## src/rtl/div_seq.sv

```systemverilog
// div_seq: iterative radix-2 restoring divider (DIV/DIVU) producing {remainder, quotient} for HI/LO.
// Latency: 34 clk edges from the start-sampling edge (load + 32 steps + finalize); 2 edges on divide-by-zero.
// Backpressure: result and ready_o are held in END while start_i stays high; dropping start_i returns to FREE.
//
// Ports:
//   clk, rst          rising-edge clock, asynchronous active-low reset
//   start_i           divide request, held by EX until ready_o
//   annul_i           abort an operation in progress (flush/exception)
//   signed_div_i      1 = signed DIV, 0 = unsigned DIVU
//   opdata1_i/2_i     dividend / divisor, sampled only when leaving FREE
//   result_o          {remainder, quotient}, valid while ready_o is high
//   ready_o           result valid
//   div_zero_o        (only with DIV_ZERO_FLAG_EN defined) result came from a zero divisor
module div_seq #(
    parameter int WIDTH = 32,
    parameter int CNT_W = 6
) (
    input  logic                 clk,
    input  logic                 rst,
    input  logic                 start_i,
    input  logic                 annul_i,
    input  logic                 signed_div_i,
    input  logic [WIDTH-1:0]     opdata1_i,
    input  logic [WIDTH-1:0]     opdata2_i,
    output logic [2*WIDTH-1:0]   result_o,
    output logic                 ready_o
`ifdef DIV_ZERO_FLAG_EN
    ,
    output logic                 div_zero_o
`endif
);

    typedef enum logic [1:0] {
        S_FREE   = 2'd0,
        S_BYZERO = 2'd1,
        S_ON     = 2'd2,
        S_END    = 2'd3
    } state_t;

    state_t              state_q;
    logic [CNT_W-1:0]    cnt_q;
    // Layout: [2W:W+1] partial remainder, [W:1] remaining dividend bits
    // shifting up, low bits collect quotient bits as the dividend shifts out.
    logic [2*WIDTH:0]    work_q;
    logic [WIDTH-1:0]    divisor_q;
    logic                qneg_q;
    logic                rneg_q;
    logic [2*WIDTH-1:0]  result_q;
    logic                ready_q;
`ifdef DIV_ZERO_FLAG_EN
    logic                div_zero_q;
`endif

    // Operand magnitudes for the load edge.
    logic                op1_neg;
    logic                op2_neg;
    logic [WIDTH-1:0]    op1_abs;
    logic [WIDTH-1:0]    op2_abs;

    assign op1_neg = signed_div_i & opdata1_i[WIDTH-1];
    assign op2_neg = signed_div_i & opdata2_i[WIDTH-1];
    assign op1_abs = op1_neg ? (~opdata1_i + 1'b1) : opdata1_i;
    assign op2_abs = op2_neg ? (~opdata2_i + 1'b1) : opdata2_i;

    // Restoring step. The trial value (2*rem + next dividend bit) is below
    // 2*divisor, so a W+1 bit subtraction suffices: its MSB is the borrow.
    logic [WIDTH:0]      trial_d;
    logic                borrow_d;
    logic [2*WIDTH:0]    work_d;

    assign trial_d  = work_q[2*WIDTH:WIDTH] - {1'b0, divisor_q};
    assign borrow_d = trial_d[WIDTH];
    assign work_d   = borrow_d ? {work_q[2*WIDTH-1:0], 1'b0}
                               : {trial_d[WIDTH-1:0], work_q[WIDTH-1:0], 1'b1};

    // Finalize: remainder sits one position above its natural place because
    // the last step shifted it; take [2W:W+1] to undo that shift.
    logic [WIDTH-1:0]    quo_raw;
    logic [WIDTH-1:0]    rem_raw;
    logic [WIDTH-1:0]    quo_fin;
    logic [WIDTH-1:0]    rem_fin;

    assign quo_raw = work_q[WIDTH-1:0];
    assign rem_raw = work_q[2*WIDTH:WIDTH+1];
    // Negating 0x80000000 wraps to itself, giving the MIPS overflow result.
    assign quo_fin = qneg_q ? (~quo_raw + 1'b1) : quo_raw;
    assign rem_fin = rneg_q ? (~rem_raw + 1'b1) : rem_raw;

    always_ff @(posedge clk or negedge rst) begin
        if (!rst) begin
            state_q    <= S_FREE;
            cnt_q      <= '0;
            work_q     <= '0;
            divisor_q  <= '0;
            qneg_q     <= 1'b0;
            rneg_q     <= 1'b0;
            result_q   <= '0;
            ready_q    <= 1'b0;
`ifdef DIV_ZERO_FLAG_EN
            div_zero_q <= 1'b0;
`endif
        end else begin
            case (state_q)
                S_FREE: begin
                    ready_q  <= 1'b0;
                    result_q <= '0;
`ifdef DIV_ZERO_FLAG_EN
                    div_zero_q <= 1'b0;
`endif
                    // annul has priority over a simultaneous start
                    if (start_i && !annul_i) begin
                        if (opdata2_i == '0) begin
                            state_q <= S_BYZERO;
                        end else begin
                            state_q   <= S_ON;
                            cnt_q     <= '0;
                            work_q    <= {{WIDTH{1'b0}}, op1_abs, 1'b0};
                            divisor_q <= op2_abs;
                            qneg_q    <= op1_neg ^ op2_neg;
                            rneg_q    <= op1_neg;
                        end
                    end
                end

                S_BYZERO: begin
                    state_q  <= S_END;
                    result_q <= '0;
                    ready_q  <= 1'b1;
`ifdef DIV_ZERO_FLAG_EN
                    div_zero_q <= 1'b1;
`endif
                end

                S_ON: begin
                    if (annul_i) begin
                        state_q  <= S_FREE;
                        result_q <= '0;
                        ready_q  <= 1'b0;
                    end else if (cnt_q != CNT_W'(WIDTH)) begin
                        work_q <= work_d;
                        cnt_q  <= cnt_q + 1'b1;
                    end else begin
                        state_q  <= S_END;
                        result_q <= {rem_fin, quo_fin};
                        ready_q  <= 1'b1;
`ifdef DIV_ZERO_FLAG_EN
                        div_zero_q <= 1'b0;
`endif
                    end
                end

                S_END: begin
                    if (!start_i) begin
                        state_q  <= S_FREE;
                        result_q <= '0;
                        ready_q  <= 1'b0;
`ifdef DIV_ZERO_FLAG_EN
                        div_zero_q <= 1'b0;
`endif
                    end
                end

                default: begin
                    state_q <= S_FREE;
                end
            endcase
        end
    end

    assign result_o = result_q;
    assign ready_o  = ready_q;
`ifdef DIV_ZERO_FLAG_EN
    assign div_zero_o = div_zero_q;
`endif

endmodule

```

## config.mk

```make
export PLATFORM = sky130hd
export DESIGN_NAME = div_seq
export DESIGN_NICKNAME = d
export VERILOG_FILES = /design/src/rtl/div_seq.sv
export SDC_FILE = /design/constraint.sdc
export NUM_CORES = 1
export LEC_CHECK = 0
export CAP_MARGIN = 0
export CORE_MARGIN = 2
export CORE_UTILIZATION = 30
export CTS_BUF_LIST = sky130_fd_sc_hd__clkbuf_16
export DETAILED_ROUTE_END_ITERATION = 8
export HOLD_SLACK_MARGIN = 0.02
export PLACE_DENSITY_LB_ADDON = 0.08
export RECOVER_POWER = 50
export SETUP_SLACK_MARGIN = 0.1
export SLEW_MARGIN = 20
export SYNTH_ARGS = -nofsm -noshare
export SYNTH_HDL_FRONTEND = slang
export SYNTH_SLANG_ARGS = --single-unit
```

## constraint.sdc

```tcl
create_clock -name clk -period 9.2 [get_ports clk]
set_clock_uncertainty 0.1 [all_clocks]
set_input_delay 1.84 -clock clk [delete_from_list [all_inputs] [get_ports clk]]
set_output_delay 1.84 -clock clk [all_outputs]
set_load 0.01 [all_outputs]
```

==> results summary <==
The post-route minimum period is 5.66 ns. The sink count of the clock tree is 172. The number of setup buffers added after CTS came out at 0. Global routing used 16.7% of the available tracks.

The area after detailed placement came out at 13200 sq um. The starting density of the core came out at 30.3%. The synthesized area per cell came out at 8.26 sq um. Counting flops with an async set or reset pin after synthesis yields a share of 100%. Summed over all cells, the static leakage comes to 6.05 nW.

The worst max-slew margin expressed relative to the limit came out at -50.0%. The highest achievable clock rate is 0.177 GHz. The number of nets produced by synthesis is 1490. The count of buffers from port buffering came out at 133. The detailed-router iteration count before antenna repair came out at 4. TritonCTS built the clock tree. The beginning of the worst hold path is result_o[13]$_DFFE_PN0P_. The remaining global-route overflow is 0. After routing the design area is 13800 sq um. The number of flip-flops and latches in the synthesized netlist is 172.

The detailed router finished its first iteration with 377 violations. The hold buffer count at CTS came out at 0. The antenna cell count came out at 0. The boundary pin count came out at 134.

The total of warnings raised by yosys is 0. The startpoint identified for the worst register-to-register timing path is work_q[32]$_DFFE_PN0P_. The CTS buffer count came out at 17. The later-pin clock latency in the skew report came out at 0.44 ns. The initial antenna violation count is 1. Along the worst path, the maximum fanout reaches 80. The required time reported for the critical path endpoint is 9.42 ns. The max-slew violation total from the final report was 77. From synthesis to final layout, the design area changed by 21.0%. The tree is rooted in a clkbuf_16. In this run the remaining antenna-violating nets after routing total 0. The gate count of the mapped netlist is 1377. The final total negative setup slack came out at 0 ns.

The data arrival time of the worst path is 5.88 ns. IR analysis of the VDD net gives a maximum drop of 0.149 mV. The count of endpoints failing setup in the final report came out at 0. The first-pass GRT wire length came out at 51.9 mm. The post-route fraction of the period consumed by the critical path is 61.5%. The floorplan has 71 rows. The total vias in the final route came out at 9732. The final hold violation count came out at 0. The leading cell type in the layout, fill and taps excluded is nand2_1.

The most used flip-flop cell after synthesis is dfrtp_1. The via count normalized by instance count came out at 4.89. Once detailed placement completed, the half-perimeter wirelength came to 23.5 mm.

The cell area power density is 312 nW/um^2. The region available for standard cell placement spans 37500 sq um. The worst setup path is launched from a primary input.

The number of nets at the end of the flow is 1581. In this run the number of H-tree levels came out at 4. The area of the die is 39500 sq um. Gates resized during post-CTS repair numbered 0. The clock-pin transition on the worst setup and hold timing paths is 0.07 ns.

The run finished, with violations left. The maximum number of pins on one net before global-route repair came out at 100. The final reports fail on capacitance limit, slew limit. The share of layout cells above drive strength 1 is 3.98%. The worst register-to-register path has a setup slack of 5.03 ns.

At the pin with the least slew margin, the transition time is 2.25 ns. From bottom edge to top edge, the die measures 199 um. Yosys mapped a number of flops with a built-in enable equal to 0. The number of global-route vias before repair came out at 9396. Setup repair after global routing left no endpoint under its margin. The proportion of synthesized chip area in sequential cells came out at 37.8%. The post-synthesis instance area came out at 11400 sq um. The total detailed-routing wirelength is 31.9 mm. In the layout the commonest cells are nand2_1, dfrtp_1, o21ai_0, a21oi_1, nor2_1. The post-synthesis cell type count came out at 59. The die width came out at 199 um. Fill cells in the final layout number 3971. The total design power is 0.00429 W. The routability-driven placement congestion ratio came out at 0.849. The type of the setup path with the least slack is primary input to flop.

Tracing the worst setup path back leads to its startpoint at opdata2_i[7]. The mean routed wirelength per cell came out at 16.0 um. The type of element capturing the critical path is a flop. The remaining design rule violation count came out at 0. The path class of the tightest hold or removal check is flop to flop. No sink is reached through more buffers than the 2 on the longest clock path. The number of max-cap violations is 2.
==> layer usage <==
| layer | track usage [%] | wire, um |
|---|---|---|
| met5 | 0 | 0 |
| met4 | 4.39 | 436 |
| met3 | 3.05 | 1210 |
| met2 | 26.8 | 14500 |
| met1 | 23.1 | 15700 |
==> power by group <==
part           switching (W)  total [W]  internal (W)
combinational        0.00136    0.00226      0.000895
sequential          0.000309    0.00128      0.000967
clock               0.000334   0.000761      0.000427
==> critical path: stages <==
cell and delay, ns:
clkdlybuf4s50_1 0.47, or3_1 0.46, or4_1 0.45, nor3_1 0.35
and3_1 0.42, nand2_1 0.12, a21boi_1 0.16, a2111o_2 0.43
buf_4 0.69, nor2_1 0.17, nand2_1 0.20, o21ai_0 0.11
==> synth_stat cells, drive strengths merged (10+ instances only) <==
cell    number  area [sq um]
nand2      209           785
or3         15          98.8
nand2b      13          88.8
clkbuf      60           225
a21oi      113           566
inv         57           214
or4         17           139
o31ai       33           253
ha          43           538
buf         10          42.5
a21o        23           173
dfrtp      172          4300
nor3        16          80.1
xnor2       45           394
nor2       104           390
nor4        15           109
nand3       14          75.1
mux2i       37           370
xor2        97           850
o41ai       13           140
o21ai      193           966
==> flip-flops by register name (all words and copies together) (netlist names) <==
register / cells
cnt_q: 6
divisor_q: 32
qneg_q: 1
ready_o: 1
result_o: 64
rneg_q: 1
state_q: 2
work_q: 65
==> through the flow <==
stage	hold slack [ns]	cells	setup WS, ns	utilization (%)
floorplan	0.354	1377	4.79	-
global placement	0.362	1959	3.13	35.1
detailed placement	0.367	1959	3.03	35.1
CTS	0.383	1991	3.50	36.7
global route	0.400	1992	2.58	36.7
finish	0.374	1992	3.54	36.7
==> final timing paths <==
path                                             endpoint  cells after the start
worst max register to register     work_q[60]$_DFFE_PN0P_                     14
worst max-delay path               work_q[60]$_DFFE_PN0P_                     12
min in group asynchronous         result_o[8]$_DFFE_PN0P_                      1
worst min register to register   result_o[13]$_DFFE_PN0P_                      2
max in group asynchronous       divisor_q[26]$_DFFE_PN0P_                      3
worst min-delay path             result_o[13]$_DFFE_PN0P_                      2
==> area by class of cell <==
class / count / area, sq um / share of cell area (%)
multi-input combinational: 1078 / 6620 / 48.1
sequential: 172 / 4310 / 31.3
timing repair buffer: 142 / 1390 / 10.1
tap: 511 / 639 / 4.64
clock buffer: 17 / 425 / 3.09
inverter: 57 / 214 / 1.55
clock inverter: 15 / 171 / 1.25
==> cells by family (layout without fill, tap and decap cells) <==
logic type	Yosys count	count (layout)	share of synthesized area, %
AOI/OAI and AO/OA	414	414	21.1
xor gates and xnor gates	142	142	10.9
adders and majority gates	44	44	4.91
buffers and inverters	127	231	4.23
DFF	172	172	37.8
muxes	37	37	3.26
and+or+nand+nor	441	441	17.7
(Power assumes the default switching activity.)
